<file path="src/rtl/fifo_multi_chan.sv">
// rtl/fifo_multi_chan.sv - NCH independent synchronous FIFOs with thresholds and sticky error flags
module fifo_multi_chan #(
    parameter int DATA_WIDTH = 8,
    parameter int DEPTH      = 8,
    parameter int NCH        = 2,
    parameter int AF_THRESH  = DEPTH - 2,
    parameter int AE_THRESH  = 2,
    localparam int CW        = $clog2(DEPTH + 1)
) (
    input  logic                      clk,
    input  logic                      rst,
    input  logic [NCH*DATA_WIDTH-1:0] din,
    input  logic [NCH-1:0]            write,
    output logic [NCH-1:0]            full,
    output logic [NCH-1:0]            almost_full,
    output logic [NCH*DATA_WIDTH-1:0] dout,
    input  logic [NCH-1:0]            read,
    output logic [NCH-1:0]            empty,
    output logic [NCH-1:0]            almost_empty,
    output logic [NCH*CW-1:0]         count,
    output logic [NCH-1:0]            overflow,
    output logic [NCH-1:0]            underflow,
    input  logic                      err_clr
);

    localparam int PW = $clog2(DEPTH);
    localparam logic [PW-1:0] LAST_PTR = PW'(DEPTH - 1);
    localparam logic [CW-1:0] FULL_CNT = CW'(DEPTH);
    localparam logic [CW-1:0] AF_CNT   = CW'(AF_THRESH);
    localparam logic [CW-1:0] AE_CNT   = CW'(AE_THRESH);

    for (genvar c = 0; c < NCH; c++) begin : g_ch
        logic [DATA_WIDTH-1:0] mem [DEPTH];
        logic [PW-1:0]         wr_ptr;
        logic [PW-1:0]         rd_ptr;
        logic [CW-1:0]         cnt;
        logic [DATA_WIDTH-1:0] rdata;
        logic                  ovf;
        logic                  unf;
        logic                  is_full;
        logic                  is_empty;
        logic                  wr_ok;
        logic                  rd_ok;

        // Flags decode the registered count only, so they never depend on this cycle's requests.
        assign is_full  = (cnt == FULL_CNT);
        assign is_empty = (cnt == '0);
        assign wr_ok    = write[c] && !is_full;
        assign rd_ok    = read[c] && !is_empty;

        always_ff @(posedge clk) begin
            if (wr_ok) begin
                mem[wr_ptr] <= din[c*DATA_WIDTH +: DATA_WIDTH];
            end
        end

        always_ff @(posedge clk or negedge rst) begin
            if (!rst) begin
                wr_ptr <= '0;
                rd_ptr <= '0;
                cnt    <= '0;
                rdata  <= '0;
                ovf    <= 1'b0;
                unf    <= 1'b0;
            end else begin
                if (wr_ok) begin
                    wr_ptr <= (wr_ptr == LAST_PTR) ? '0 : wr_ptr + PW'(1);
                end
                if (rd_ok) begin
                    rdata  <= mem[rd_ptr];
                    rd_ptr <= (rd_ptr == LAST_PTR) ? '0 : rd_ptr + PW'(1);
                end
                if (wr_ok && !rd_ok) begin
                    cnt <= cnt + CW'(1);
                end else if (rd_ok && !wr_ok) begin
                    cnt <= cnt - CW'(1);
                end
                // A clear on the same edge wins over a new error.
                if (err_clr) begin
                    ovf <= 1'b0;
                    unf <= 1'b0;
                end else begin
                    if (write[c] && is_full) begin
                        ovf <= 1'b1;
                    end
                    if (read[c] && is_empty) begin
                        unf <= 1'b1;
                    end
                end
            end
        end

        assign dout[c*DATA_WIDTH +: DATA_WIDTH] = rdata;
        assign count[c*CW +: CW]                = cnt;
        assign full[c]                          = is_full;
        assign empty[c]                         = is_empty;
        assign almost_full[c]                   = (cnt >= AF_CNT);
        assign almost_empty[c]                  = (cnt <= AE_CNT);
        assign overflow[c]                      = ovf;
        assign underflow[c]                     = unf;
    end

endmodule

</file>
<file path="config.mk">
export PLATFORM = sky130hd
export DESIGN_NAME = fifo_multi_chan
export DESIGN_NICKNAME = d
export VERILOG_FILES = /design/src/rtl/fifo_multi_chan.sv
export SDC_FILE = /design/constraint.sdc
export NUM_CORES = 1
export LEC_CHECK = 0
export CAP_MARGIN = 0
export CORE_MARGIN = 4
export CORE_UTILIZATION = 40
export CTS_CLUSTER_DIAMETER = 30
export CTS_CLUSTER_SIZE = 20
export DETAILED_ROUTE_END_ITERATION = 16
export SYNTH_ARGS = -nofsm -noshare
export SYNTH_HDL_FRONTEND = slang
export SYNTH_SLANG_ARGS = --single-unit
</file>
<file path="constraint.sdc">
create_clock -name clk -period 3 [get_ports clk]
set_input_delay 0.75 -clock clk [delete_from_list [all_inputs] [get_ports clk]]
set_output_delay 0.75 -clock clk [all_outputs]
set_load 0.01 [all_outputs]
</file>
==> metrics.txt <==
basic-gate share of the synthesized area counting and, or, nand and nor cells 6.77%; clock root buffer sky130_fd_sc_hd__clkbuf_16; quantity of I/O buffers inserted on ports 58; average vias per placed instance 5.10; crit path launch type register; number of synthesized register bits 168; Warnings, synthesis 0; number of endpoints with negative hold slack in the final report 0; portion of total power attributed to combinational logic 33.9%; Syn Nets 495; placed wire-length estimate 9.10 mm; power spent charging and discharging nets 2.74 mW; Flop pwr share 40.3%; count of inserted antenna diode cells 0; sinks on the clock net 168; Final #Nets 567; drt initial violations 285; post-cts gate resize count 0; type of destination of the critical path output port; type of the setup path with the least slack register to output port; final wirelength 13.9 mm; XOR/XNOR Fraction of Synth Area 0.491%; complex-gate fraction of the synthesized area 7.37%; Worst-Margin Slew 0.956 ns; pin count of the biggest net entering global routing 41; number of max-capacitance violations reported 0; via count 3906; Clock Latency Late Sink 0.41 ns; Synth Flop Type sky130_fd_sc_hd__edfxtp_1; area share of fa/ha/maj cells after synthesis 3.02%; Avg Cell Area, Syn 15.6 um2; setup skew after layout 0.00757 ns; worst min path class register to register; starting density of the core 41.1%; number of enable-type register cells in the synthesized netlist 128; Post-CTS Setup Inserts 0; placer's final routability congestion estimate 0.744; fraction of synthesized area in multiplexers 10.5%; dominant combinational cell family by area after synthesis multiplexers; first-pass GRT wire length 22.2 mm; buffer depth of the longest clock path 2; aggregate negative setup slack 0 ns; average wire per cell in the routed design 18.1 um; Seq/Total Area, Yosys 67.9%; critical path data arrival time 2.00 ns; combined global-route utilization of all metal layers 14.5%; proportion of register bits with asynchronous set or reset after synthesis 23.8%; total congestion overflow 0; antenna violations before repair 0; netlist area before placement 7130 um2; layout cell share with drive strength beyond 1 18.3%; final count of pins violating max slew 0; outcome complete, no violations; Ports 59; cell-internal power 5.78 mW; Rows 48; Antenna Nets Post-Route 0; critical path data required time 2.25 ns; area grow syn2layout 19.1%; post-route total power 8.53 mW; worst-path fanout max 8; final period demand of the worst path 2.75 ns; clock share of power 25.8%; relative slew slack 36.3%; hold buffer count at CTS 0; CTS buffer count 17; Max Clock Freq 364 MHz; worst IR drop on VDD 0.663 mV; clock tree from TritonCTS built; post-synthesis cell type count 34; unrepaired setup endpoints after global routing no; width of the chip 142 um; sw frac 32.2%; gate count after technology mapping 456; clock slew at reported path FFs 0.07 ns; share of the cycle needed by the critical path after routing 91.5%; core region area 17400 um2; Static Leakage 3.11 nW; Die Span Y 142 um; DRC violations left 0; power density over the cells 1000 nW/um2; final number of setup-violating endpoints 0; Initial DRT Pass Iterations 4; die outline area 20000 um2; H-Tree Level Count 4; vias in the first global route 3947
[synth_stat cells, types with 4 or more instances]
| cell type | n | share of area (%) |
|---|---|---|
| sky130_fd_sc_hd__ha_1 | 14 | 2.5 |
| sky130_fd_sc_hd__mux2i_1 | 34 | 4.8 |
| sky130_fd_sc_hd__dfrtp_1 | 40 | 14 |
| sky130_fd_sc_hd__o22ai_1 | 16 | 1.4 |
| sky130_fd_sc_hd__o21ai_1 | 14 | 0.98 |
| sky130_fd_sc_hd__xnor2_1 | 4 | 0.49 |
| sky130_fd_sc_hd__a21oi_1 | 6 | 0.42 |
| sky130_fd_sc_hd__a21o_1 | 8 | 0.84 |
| sky130_fd_sc_hd__buf_6 | 4 | 0.63 |
| sky130_fd_sc_hd__buf_4 | 12 | 1.3 |
| sky130_fd_sc_hd__o21ai_0 | 8 | 0.56 |
| sky130_fd_sc_hd__nand2_1 | 38 | 2.0 |
| sky130_fd_sc_hd__buf_12 | 4 | 1.1 |
| sky130_fd_sc_hd__edfxtp_1 | 128 | 54 |
| sky130_fd_sc_hd__mux2_2 | 36 | 5.7 |
| sky130_fd_sc_hd__nor3_1 | 18 | 1.3 |
| sky130_fd_sc_hd__nand2b_1 | 13 | 1.1 |
| sky130_fd_sc_hd__nor2_1 | 12 | 0.63 |
| sky130_fd_sc_hd__clkbuf_1 | 4 | 0.21 |
| sky130_fd_sc_hd__a221o_1 | 16 | 2.2 |
[area by class of cell]
class                      instances  area (um2)
timing repair buffer              81         748
inverter                           4        15.0
fill                            1457        8860
tap                              225         282
sequential                       168        4840
multi-input combinational        256        2000
clock inverter                    13         168
clock buffer                      19         433
[layer usage]
| metal | vias up | wire length (um) | global-route usage, % |
|---|---|---|---|
| met2 | 78 | 7110 | 24.5 |
| li1 | 1885 | - | - |
| met4 | 0 | 181 | 4.80 |
| met1 | 1925 | 6040 | 18.9 |
| met3 | 18 | 535 | 2.93 |
| met5 | - | 0 | 0 |
[flip-flops by register name, indices dropped and copies added (netlist names)]
signal / cells
g_ch.cnt: 8
g_ch.mem: 128
g_ch.ovf: 2
g_ch.rd_ptr: 6
g_ch.rdata: 16
g_ch.unf: 2
g_ch.wr_ptr: 6
[cells by family (layout without fill, tap and decap cells)]
group / count (synthesis) / after routing
flip-flops: 168 / 168
AND/OR/NAND/NOR: 90 / 90
AO/OA/AOI/OAI: 76 / 76
multiplexers: 70 / 70
buffers and inverters: 32 / 117
adder cells (fa/ha/maj): 16 / 16
XOR/XNOR: 4 / 4
[cell usage in the layout, fill, tap and decap left out, types with 6 or more instances in the layout]
cell	instances
sky130_fd_sc_hd__edfxtp_1	128
sky130_fd_sc_hd__dfrtp_1	40
sky130_fd_sc_hd__nor3_1	18
sky130_fd_sc_hd__o22ai_1	16
sky130_fd_sc_hd__mux2_2	36
sky130_fd_sc_hd__a21o_1	8
sky130_fd_sc_hd__nand2_1	38
sky130_fd_sc_hd__a21oi_1	6
sky130_fd_sc_hd__nor2_1	12
sky130_fd_sc_hd__clkdlybuf4s50_1	57
sky130_fd_sc_hd__clkbuf_16	17
sky130_fd_sc_hd__mux2i_1	34
sky130_fd_sc_hd__buf_4	23
sky130_fd_sc_hd__a221o_1	16
sky130_fd_sc_hd__nand2b_1	13
sky130_fd_sc_hd__o21ai_1	14
sky130_fd_sc_hd__o21ai_0	8
sky130_fd_sc_hd__ha_1	14
[path summary, 6_finish.rpt]
check | to | startpoint | slack, ns | depth (start not counted)
worst max-delay path | empty[0] | g_ch[0].cnt[1] | 0.25 | 3
worst min-delay path | g_ch[1].rdata[2] | g_ch[1].rdata[2] | 0.48 | 2
worst max register to register | g_ch[1].cnt[3] | g_ch[1].cnt[0] | 0.27 | 9
worst min register to register | g_ch[1].rdata[2] | g_ch[1].rdata[2] | 0.48 | 2
max in group asynchronous | g_ch[1].rd_ptr[1] | rst | 1.92 | 1
min in group asynchronous | g_ch[0].cnt[0] | rst | 0.49 | 1
[power groups by stage]
stage               logic, mW  registers [mW]  clock network, mW
CTS                      2.95            3.44               2.25
global placement         2.87            3.44                  0
finish                   2.89            3.43               2.20
floorplan                1.98            3.47                  0
detailed placement       2.94            3.48                  0
global route             3.18            3.51               2.36
[critical path, cell delays in order (launching register included)]
cell	delay (ns)
sky130_fd_sc_hd__dfrtp_1	0.53
sky130_fd_sc_hd__nor4_4	0.35
sky130_fd_sc_hd__buf_4	0.18
sky130_fd_sc_hd__clkdlybuf4s50_1	0.53
[through the flow]
stage                     area [um2]  utilization (%)  setup WS [ns]  instances  hold slack, ns
after floorplan                 7130                -          0.432        456           0.454
after global placement          7890             45.5          0.156        734           0.465
after detailed placement        7890             45.5         0.0519        734           0.475
after CTS                       8490             48.9          0.216        766           0.490
after global routing            8490             48.9         0.0596        766           0.520
final                           8490             48.9          0.254        766           0.485
No activity file was read; power rests on OpenSTA's default activity.
